### src/rtl/cdiv_pkg.sv
// -----------------------------------------------------------------------------
// cdiv_pkg
// Shared constants and types for the constant-division datapath (divide-by-113
// quotient/residue stage and its reconstructor).
//   DIVISOR : constant divisor (odd, 2..127)
//   D_W     : dividend width
//   Q_W     : quotient width, a multiple of DIGIT_W
//   R_W     : remainder width
//   DIGIT_W : quotient bits handled per cycle
//   NDIG    : number of digits per quotient
//   state_t : reconstructor FSM states
// -----------------------------------------------------------------------------
package cdiv_pkg;

  localparam int DIVISOR = 113;
  localparam int D_W     = 24;
  localparam int Q_W     = 18;
  localparam int R_W     = 7;
  localparam int DIGIT_W = 2;
  localparam int NDIG    = Q_W / DIGIT_W;

  typedef enum logic [1:0] {
    IDLE   = 2'd0,
    ACCUM  = 2'd1,
    ADDREM = 2'd2,
    DONE   = 2'd3
  } state_t;

endpackage : cdiv_pkg

### src/rtl/cdiv_recon_if.sv
// -----------------------------------------------------------------------------
// cdiv_recon_if
// Handshake bundle of the reconstructor.
//   in_valid/in_ready/in_quot/in_rem      : quotient/remainder pair input
//   out_valid/out_ready/out_div/out_err   : reconstructed dividend output
// Modports:
//   master : the side that feeds pairs and consumes dividends
//   slave  : the reconstructor itself
// -----------------------------------------------------------------------------
interface cdiv_recon_if #(
  parameter int Q_W = cdiv_pkg::Q_W,
  parameter int R_W = cdiv_pkg::R_W,
  parameter int D_W = cdiv_pkg::D_W
);

  logic           in_valid;
  logic           in_ready;
  logic [Q_W-1:0] in_quot;
  logic [R_W-1:0] in_rem;
  logic           out_valid;
  logic           out_ready;
  logic [D_W-1:0] out_div;
  logic           out_err;

  modport master (
    output in_valid, in_quot, in_rem, out_ready,
    input  in_ready, out_valid, out_div, out_err
  );

  modport slave (
    input  in_valid, in_quot, in_rem, out_ready,
    output in_ready, out_valid, out_div, out_err
  );

endinterface : cdiv_recon_if

### src/rtl/cdiv_digit_mul.sv
// -----------------------------------------------------------------------------
// cdiv_digit_mul
// Combinational product of one quotient digit and the constant divisor.
// The result is DIGIT_W+R_W bits wide, which holds (2^DIGIT_W-1)*DIVISOR for
// any divisor below 2^R_W.
//   d    in  DIGIT_W        quotient digit
//   prod out DIGIT_W+R_W    d * DIVISOR
// For DIVISOR = 113 the product is built as (d<<7) - (d<<4) + d; any other
// divisor falls back to a generic constant multiply.
// -----------------------------------------------------------------------------
module cdiv_digit_mul #(
  parameter int DIGIT_W = cdiv_pkg::DIGIT_W,
  parameter int R_W     = cdiv_pkg::R_W,
  parameter int DIVISOR = cdiv_pkg::DIVISOR
) (
  input  logic [DIGIT_W-1:0]     d,
  output logic [DIGIT_W+R_W-1:0] prod
);

  localparam int P_W = DIGIT_W + R_W;

  logic [P_W-1:0] dz;

  assign dz = P_W'(d);

  if (DIVISOR == 113) begin : g_shift_add
    // 113 = 128 - 16 + 1; the intermediate may dip below zero modulo 2^P_W
    // but the final sum is always in range.
    assign prod = (dz << 7) - (dz << 4) + dz;
  end else begin : g_generic
    assign prod = dz * P_W'(DIVISOR);
  end

endmodule : cdiv_digit_mul

### src/rtl/cdiv_recon.sv
// -----------------------------------------------------------------------------
// cdiv_recon
// Digit-serial reconstructor: rebuilds D = q*DIVISOR + r, quotient MSB first,
// as the inverse of the long-division recurrence. Used as a round-trip check
// behind the divider and as a multiply-by-constant encoder.
//   clk   : clock
//   rst_n : asynchronous active-low reset
//   bus   : cdiv_recon_if.slave
//           in_valid/in_ready/in_quot/in_rem   pair input (accepted in IDLE)
//           out_valid/out_ready/out_div/out_err dividend output (held in DONE)
// Timing: acceptance on edge 0, digits on edges 1..NDIG, remainder added on
// edge NDIG+1, out_valid high from that edge until the out_ready handshake.
// Build option CDIV_RECON_CHECK_EN: when defined, out_err flags a remainder
// >= DIVISOR or a dividend overflowing D_W bits (one guard bit in acc); when
// undefined, out_err is 0 and acc wraps modulo 2^D_W.
// -----------------------------------------------------------------------------
module cdiv_recon #(
  parameter int DIVISOR = cdiv_pkg::DIVISOR,
  parameter int D_W     = cdiv_pkg::D_W,
  parameter int Q_W     = cdiv_pkg::Q_W,
  parameter int R_W     = cdiv_pkg::R_W,
  parameter int DIGIT_W = cdiv_pkg::DIGIT_W
) (
  input  logic         clk,
  input  logic         rst_n,
  cdiv_recon_if.slave  bus
);

  import cdiv_pkg::*;

  localparam int NDIG  = Q_W / DIGIT_W;
  localparam int CNT_W = (NDIG > 1) ? $clog2(NDIG) : 1;
  localparam int P_W   = DIGIT_W + R_W;
`ifdef CDIV_RECON_CHECK_EN
  localparam int ACC_W = D_W + 1;
`else
  localparam int ACC_W = D_W;
`endif

  // Elaboration-time sanity of the number format.
  if ((Q_W % DIGIT_W) != 0) begin : g_bad_digit
    $error("cdiv_recon: Q_W must be a multiple of DIGIT_W");
  end
  if (((2 ** Q_W) - 1) * DIVISOR + (2 ** R_W) - 1 >= (2 ** (D_W + 1))) begin : g_bad_range
    $error("cdiv_recon: largest q*DIVISOR+r does not fit in D_W+1 bits");
  end

  state_t             state;
  logic [Q_W-1:0]     qsh;
  logic [R_W-1:0]     rem_q;
  logic [ACC_W-1:0]   acc;
  logic [CNT_W-1:0]   cnt;
  logic               out_valid_q;
  logic [D_W-1:0]     out_div_q;

  logic [DIGIT_W-1:0] digit;
  logic [P_W-1:0]     prod;
  logic [ACC_W-1:0]   acc_digit;
  logic [ACC_W-1:0]   acc_rem;

  assign digit = qsh[Q_W-1 -: DIGIT_W];

  cdiv_digit_mul #(
    .DIGIT_W (DIGIT_W),
    .R_W     (R_W),
    .DIVISOR (DIVISOR)
  ) u_digit_mul (
    .d    (digit),
    .prod (prod)
  );

  always_comb begin
    // NOTE: every combinational output gets a value on entry so no path can
    // leave it unassigned and infer a latch.
    acc_digit = '0;
    acc_rem   = '0;
    acc_digit = (acc << DIGIT_W) + ACC_W'(prod);
    acc_rem   = acc + ACC_W'(rem_q);
  end

`ifdef CDIV_RECON_CHECK_EN
  logic rem_bad;
  logic out_err_q;
`endif

  always_ff @(posedge clk or negedge rst_n) begin
    if (!rst_n) begin
      // NOTE: the shift register and accumulator are reset along with the
      // control state so an aborted pair leaves nothing behind.
      state       <= IDLE;
      qsh         <= '0;
      rem_q       <= '0;
      acc         <= '0;
      cnt         <= '0;
      out_valid_q <= 1'b0;
      out_div_q   <= '0;
`ifdef CDIV_RECON_CHECK_EN
      rem_bad     <= 1'b0;
      out_err_q   <= 1'b0;
`endif
    end else begin
      // NOTE: non-blocking assignments throughout, so every register in this
      // block samples the pre-edge values of the others.
      unique case (state)
        IDLE: begin
          if (bus.in_valid) begin
            qsh   <= bus.in_quot;
            rem_q <= bus.in_rem;
            acc   <= '0;
            cnt   <= '0;
`ifdef CDIV_RECON_CHECK_EN
            rem_bad <= (bus.in_rem >= R_W'(DIVISOR));
`endif
            state <= ACCUM;
          end
        end
        ACCUM: begin
          acc <= acc_digit;
          qsh <= qsh << DIGIT_W;
          cnt <= cnt + 1'b1;
          if (cnt == CNT_W'(NDIG - 1)) begin
            state <= ADDREM;
          end
        end
        ADDREM: begin
          acc         <= acc_rem;
          out_div_q   <= acc_rem[D_W-1:0];
          out_valid_q <= 1'b1;
`ifdef CDIV_RECON_CHECK_EN
          out_err_q   <= rem_bad | acc_rem[D_W];
`endif
          state       <= DONE;
        end
        DONE: begin
          // Outputs hold until the consumer takes them.
          if (bus.out_ready) begin
            out_valid_q <= 1'b0;
            state       <= IDLE;
          end
        end
        default: state <= IDLE;
      endcase
    end
  end

  assign bus.in_ready  = (state == IDLE);
  assign bus.out_valid = out_valid_q;
  assign bus.out_div   = out_div_q;
`ifdef CDIV_RECON_CHECK_EN
  assign bus.out_err   = out_err_q;
`else
  assign bus.out_err   = 1'b0;
`endif

endmodule : cdiv_recon
### src/flat_wrapper.sv
// flat-port wrapper written by rule: the top's interface ports become plain ports
module cdiv_recon_flat import cdiv_pkg::*;
#(
  parameter int DIVISOR = cdiv_pkg::DIVISOR,
  parameter int D_W     = cdiv_pkg::D_W,
  parameter int Q_W     = cdiv_pkg::Q_W,
  parameter int R_W     = cdiv_pkg::R_W,
  parameter int DIGIT_W = cdiv_pkg::DIGIT_W
)
  (clk, rst_n, bus_in_valid, bus_in_quot, bus_in_rem, bus_out_ready, bus_in_ready, bus_out_valid, bus_out_div, bus_out_err);
  cdiv_recon_if #(.Q_W(Q_W), .R_W(R_W), .D_W(D_W)) bus_i ();
  input  logic clk;
  input  logic rst_n;
  input wire logic [$bits(bus_i.in_valid)-1:0] bus_in_valid;
  input wire logic [$bits(bus_i.in_quot)-1:0] bus_in_quot;
  input wire logic [$bits(bus_i.in_rem)-1:0] bus_in_rem;
  input wire logic [$bits(bus_i.out_ready)-1:0] bus_out_ready;
  output wire logic [$bits(bus_i.in_ready)-1:0] bus_in_ready;
  output wire logic [$bits(bus_i.out_valid)-1:0] bus_out_valid;
  output wire logic [$bits(bus_i.out_div)-1:0] bus_out_div;
  output wire logic [$bits(bus_i.out_err)-1:0] bus_out_err;
  assign bus_i.in_valid = bus_in_valid;
  assign bus_i.in_quot = bus_in_quot;
  assign bus_i.in_rem = bus_in_rem;
  assign bus_i.out_ready = bus_out_ready;
  assign bus_in_ready = bus_i.in_ready;
  assign bus_out_valid = bus_i.out_valid;
  assign bus_out_div = bus_i.out_div;
  assign bus_out_err = bus_i.out_err;
  cdiv_recon #(.DIVISOR(DIVISOR), .D_W(D_W), .Q_W(Q_W), .R_W(R_W), .DIGIT_W(DIGIT_W)) u_core (.clk(clk), .rst_n(rst_n), .bus(bus_i));
endmodule
### config.mk
export PLATFORM = sky130hd
export DESIGN_NAME = cdiv_recon_flat
export DESIGN_NICKNAME = d
export VERILOG_FILES = /design/src/rtl/cdiv_pkg.sv /design/src/rtl/cdiv_recon_if.sv /design/src/rtl/cdiv_digit_mul.sv /design/src/rtl/cdiv_recon.sv /design/src/flat_wrapper.sv
export SDC_FILE = /design/constraint.sdc
export NUM_CORES = 1
export LEC_CHECK = 0
export CAP_MARGIN = 40
export CELL_PAD_IN_SITES_DETAIL_PLACEMENT = 1
export CELL_PAD_IN_SITES_GLOBAL_PLACEMENT = 1
export CORE_ASPECT_RATIO = 1.5
export CORE_MARGIN = 1.5
export CORE_UTILIZATION = 45
export CTS_BUF_LIST = sky130_fd_sc_hd__clkbuf_8
export DETAILED_ROUTE_END_ITERATION = 12
export GPL_TIMING_DRIVEN = 0
export PLACE_DENSITY = 0.84
export SKIP_CTS_REPAIR_TIMING = 1
export SLEW_MARGIN = 30
export SYNTH_ARGS = -nofsm -noshare
export SYNTH_HDL_FRONTEND = slang
export SYNTH_HIERARCHICAL = 1
export SYNTH_SLANG_ARGS = --single-unit
### constraint.sdc
create_clock -name clk -period 2.9 [get_ports clk]
set_clock_uncertainty 0.2 [all_clocks]
set_input_delay 0.58 -clock clk [delete_from_list [all_inputs] [get_ports clk]]
set_output_delay 0.58 -clock clk [all_outputs]
set_load 0.05 [all_outputs]
==> results of run 1 <==
-- cell families (layout without fill, tap and decap cells) --
family          Yosys count  after routing  synth area share
flops                    80             80             0.391
fa+ha+maj                26             26            0.0665
simple gates            167            167             0.170
mux                      32             32            0.0653
xor+xnor                 29             29            0.0496
compound gates          155            155             0.199
buf+inv                  63            135            0.0565
other cells               2              3           0.00147
-- worst max-delay path, delay by kind of cell, from the launching register on --
family / cells / cell delay, ns
compound gates: 2 / 0.53
buf+inv: 1 / 0.07
fa+ha+maj: 2 / 0.63
simple gates: 3 / 0.92
flops: 1 / 0.41
-- metal layers --
layer	vias to the layer above	GRT usage	share of wire
met3	61	0.0445	0.032
met4	0	0.164	0.049
met5	-	0	0
li1	2135	-	-
met2	143	0.525	0.55
met1	2396	0.287	0.37
-- power by group through the flow --
stage / Sequential, mW / Combinational [mW] / Clock (mW)
2_1_floorplan: 2.34 / 2.06 / 0
3_3_place_gp: 1.82 / 3.65 / 0
3_5_place_dp: 1.86 / 3.85 / 0
4_1_cts: 1.84 / 3.90 / 0.872
5_1_grt: 1.89 / 4.27 / 0.906
6_report: 1.84 / 3.98 / 0.851
-- per-stage QoR --
step	std cells	cell area (µm²)	power, mW
2_1_floorplan	555	5120	4.41
3_3_place_gp	756	5850	5.47
3_5_place_dp	757	5870	5.71
4_1_cts	773	6070	6.61
5_1_grt	774	6140	7.07
6_report	774	6140	6.67
-- state kept, by name, indices dropped and copies added (netlist names) --
register and count:
u_core/acc 24, u_core/bus.out_div 24, u_core/qsh 18, u_core/rem_q 7
u_core/cnt 4, u_core/state 2, u_core/bus.out_valid 1
-- Yosys cell counts, types with 3 or more instances --
cell	number
a21o_1	7
and2_1	7
nand2b_1	3
nor2b_1	5
buf_2	18
o211ai_1	11
a211o_1	3
and4_1	5
o311ai_0	4
nor4_1	3
ha_1	24
xnor2_1	16
nand3_1	12
nor2_1	35
a21oi_1	34
o21ai_0	48
nor3_1	4
inv_1	19
nand4_1	11
dfrtp_1	80
a31oi_1	6
nand2_1	47
and3_1	7
or3_1	12
or4_1	5
a211oi_1	9
mux2_2	11
o31ai_1	3
mux2i_1	21
buf_4	8
xor2_1	13
nand3b_1	3
a221o_1	6
clkbuf_1	16
-- final cells by class --
class	instances	area, µm²	area share
Buffer	44	221	0.0361
Clock buffer	10	138	0.0224
Clock inverter	6	60.1	0.00978
Inverter	19	71.3	0.0116
Multi-Input combinational cell	412	2890	0.470
Sequential cell	80	2000	0.326
Tap cell	147	184	0.0299
Timing Repair Buffer	56	579	0.0943
-- final timing paths --
| check | startpoint | end | slack [ns] | cells past startpoint |
|---|---|---|---|---|
| worst min-delay path | u_core/qsh[8] | u_core/qsh[8] | 0.30 | 2 |
| worst max-delay path | u_core/acc[0] | u_core/acc[14] | 0.08 | 8 |
| worst max register to register | u_core/acc[0] | u_core/acc[14] | 0.08 | 8 |
| worst min register to register | u_core/qsh[8] | u_core/qsh[8] | 0.30 | 2 |
| min in group asynchronous | rst_n | u_core/bus.out_div[10] | 0.42 | 2 |
| max in group asynchronous | rst_n | u_core/qsh[16] | 1.46 | 3 |
==> results_dict.tcl, run 1 <==
set metrics [dict create \
    status "completed" \
    layout.nets 677 \
    drive_above_1_share 0.115 \
    sequentialPowerShare 0.276 \
    cts_buffers 9 \
    worst_slew_margin_rel 0.430 \
    n_antenna_cell 0 \
    setup_ws_ns 0.0800 \
    syn_inst 554 \
    finalHoldViolCount 0 \
    final-setup-viol-count 0 \
    firstDrtPassIters 4 \
    synth_edf_count 0 \
    dieArea_um2 12000 \
    htreeDepth 3 \
    ioPinCount 56 \
    avgSynthCellArea_um2 9.24 \
    tritoncts "yes" \
    cp_data_required_time_ns 3.00 \
    area_growth_syn_to_layout_pct 20.0 \
    final_core_util 0.556 \
    insertion_delay_ns 0.36 \
    overflow 0 \
    grt_pass1_vias 5123 \
    grt_start_max_net_pins 59 \
    leakagePower_nw 2.58 \
    most-common-layout-cells "dfrtp_1, clkdlybuf4s50_1, o21ai_0" \
    ant_nets 0 \
    wirelength_mm 16.3 \
    layout_commonest_cell "dfrtp_1" \
    ir_drop_v 0.000530 \
    p_int_mw 3.31 \
    fin_hold_ws_ns 0.297 \
    seq_area_frac_synth 0.391 \
    gp_congestion 0.904 \
    end_kind "flip-flop" \
    hpwl_mm 11.9 \
    slew_viol_final 0 \
    clock_path_buffers 2 \
    path_max_fanout 8 \
    drc 0 \
    drt_iter0_markers 256 \
    crit_path_max_incr_delay_ns 0.52 \
    critical_path_class "flip-flop to flip-flop" \
    synth_top_area_frac 0.391 \
    start_kind "flip-flop" \
    rows 47 \
    critPathArrivalTime_ns 2.92 \
    core_region_area_um2 11100 \
    via_per_inst 6.12 \
    synth.top_cells.by_area "dfrtp_1, ha_1, o21ai_0, mux2i_1, nand2_1" \
    powerDensity_nw_per_um2 1090 \
    finalCritPeriodShare 0.972 \
    nFillCells 1327 \
    route.vias.total 4735 \
    synthFlopType "dfrtp_1" \
    p_sw_frac 0.504 \
    start_util 0.463 \
    fp.dieW_um 90.1 \
    clkPwrFrac 0.128 \
    min_period_ns 2.82 \
    ys_types 61 \
    antenna_found_initial 0 \
    pwr-share-comb 0.597 \
    grt_pass1_wl_mm 26.1 \
    synth_area_um2 5120 \
    io_buffer_count 54 \
    ys_warn_count 6 \
    routedWlPerCell_um 21.1 \
    worstMarginPinSlew_ns 0.852 \
    die_y_um 134 \
    synth_top_area_cell "dfrtp_1" \
    pre_cts_ws_ns -0.117 \
    rsz0062_at_grt "true" \
    grt_usage 0.279 \
    setup-tns-final_ns 0 \
    ys_seq_elements 80 \
    fmax_mhz 355 \
    cts-root-buf "clkbuf_8" \
    maxCapViolCount 0 \
    critPathSlowestCell "or4_1" \
    async_flop_share 1.00 \
    clk_pin_slew_worst_paths_ns 0.09 \
    cts_sinks 80 \
    path_cells "ha_2 > inv_1 > fa_1 > and2b_1 > o31ai_4 > a211o_4 > or4_1 > nand4_1" \
    p_sw_mw 3.36 \
    hold_path.class "flip-flop to flip-flop" \
]
Power figures use the tool's default switching activity.
==> run 2: changes to the inputs <==
Settings changed: SLEW_MARGIN 30 to 20.
==> results_dict.tcl, run 2 (synthesized netlist as in run 1, its figures left out) <==
set metrics [dict create \
    status "completed" \
    regToRegSetupSlack_ns 0.04 \
    fp.dieW_um 90.1 \
    hpwl_mm 12.1 \
    powerDensity_nw_per_um2 1070 \
    slew_viol_final 0 \
    path_max_fanout 7 \
    gp_congestion 0.904 \
    hold_path.class "primary input to asynchronous set/reset pin" \
    clkPwrFrac 0.114 \
    reg2reg_depth 8 \
    grt_start_max_net_pins 45 \
    min_period_ns 2.86 \
    io_buffer_count 54 \
    ant_nets 0 \
    finalCritPeriodShare 0.987 \
    final-setup-viol-count 0 \
    drc 0 \
    layout_commonest_cell "dfrtp_1" \
    grt_pass1_vias 5108 \
    clock_path_buffers 2 \
    rows 47 \
    n_antenna_cell 0 \
    pre_cts_ws_ns -0.110 \
    final_core_util 0.553 \
    cp_data_required_time_ns 2.96 \
    worstMarginPinSlew_ns 0.892 \
    start_kind "flip-flop" \
    cts_sinks 80 \
    htreeDepth 3 \
    pwr-share-comb 0.606 \
    ir_drop_v 0.000509 \
    wirelength_mm 16.2 \
    leakagePower_nw 2.57 \
    grt_pass1_wl_mm 25.6 \
    p_sw_frac 0.513 \
    p_sw_mw 3.36 \
    layout.nets 677 \
    tritoncts "yes" \
    overflow 0 \
    finalHoldViolCount 0 \
    worst_slew_margin_rel 0.405 \
    insertion_delay_ns 0.37 \
    sequentialPowerShare 0.280 \
    cts-root-buf "clkbuf_8" \
    firstDrtPassIters 4 \
    most-common-layout-cells "dfrtp_1, clkdlybuf4s50_1, o21ai_0" \
    grt_usage 0.273 \
    end_kind "flip-flop" \
    power.total_mw 6.56 \
    p_int_mw 3.19 \
    critPathArrivalTime_ns 2.92 \
    setup_ws_ns 0.0366 \
    drive_above_1_share 0.116 \
    core_region_area_um2 11100 \
    maxCapViolCount 0 \
    antenna_found_initial 0 \
    critical_path_class "flip-flop to flip-flop" \
    ioPinCount 56 \
    cts_buffers 9 \
    area_growth_syn_to_layout_pct 19.5 \
    fmax_mhz 349 \
    dieArea_um2 12000 \
    drt_iter0_markers 307 \
    via_per_inst 6.01 \
    start_util 0.463 \
    route.vias.total 4655 \
    routedWlPerCell_um 20.9 \
    clk_pin_slew_worst_paths_ns 0.09 \
    die_y_um 134 \
    rsz0062_at_grt "true" \
]
-- run 2: cell type report --
type                            count  area [µm²]
Sequential cell                    80        2000
Timing Repair Buffer               56         566
Tap cell                          147         184
Multi-Input combinational cell    412        2910
Clock buffer                        9         124
Inverter                           19        71.3
Clock inverter                      7        41.3
Buffer                             44         220
Fill cell                        1327        4940
-- run 2: worst paths after layout --
check                                               to     startpoint
worst max-delay path                    u_core/acc[20]  u_core/acc[0]
worst min-delay path            u_core/bus.out_div[22]          rst_n
worst max register to register          u_core/acc[20]  u_core/acc[0]
worst min register to register           u_core/qsh[9]  u_core/qsh[9]
max in group asynchronous               u_core/qsh[16]          rst_n
min in group clk                         u_core/qsh[9]  u_core/qsh[9]
-- run 2: worst max-delay path, stage by stage, from the launching register on --
cell      delay, ns
dfrtp_1        0.40
ha_2           0.22
inv_1          0.07
fa_1           0.40
and2b_1        0.30
o31ai_4        0.13
a211oi_1       0.44
o21ai_0        0.19
a221o_1        0.40
-- run 2: layer usage --
| metal | track usage | part of all wire | vias to the layer above |
|---|---|---|---|
| met5 | 0 | 0 | - |
| met3 | 0.0445 | 0.032 | 49 |
| li1 | - | - | 2132 |
| met1 | 0.275 | 0.37 | 2355 |
| met2 | 0.506 | 0.55 | 119 |
| met4 | 0.194 | 0.050 | 0 |
-- run 2: metrics by stage --
stage	instances	hold WS [ns]	area, µm²	TNS, ns
after floorplan	555	0.0844	5120	0
after global placement	756	0.261	5850	-147.22
after detailed placement	757	0.285	5860	-0.578
after CTS	773	0.0315	6030	-0.0456
after global routing	774	0.0490	6120	-0.0778
final	774	0.00844	6120	0
-- run 2: power by group through the flow --
stage | Sequential [mW] | Clock [mW] | Combinational, mW
3_5_place_dp | 1.85 | 0 | 3.85
4_1_cts | 1.83 | 0.757 | 3.87
6_report | 1.84 | 0.745 | 3.97
5_1_grt | 1.89 | 0.796 | 4.27
2_1_floorplan | 2.34 | 0 | 2.06
3_3_place_gp | 1.82 | 0 | 3.65
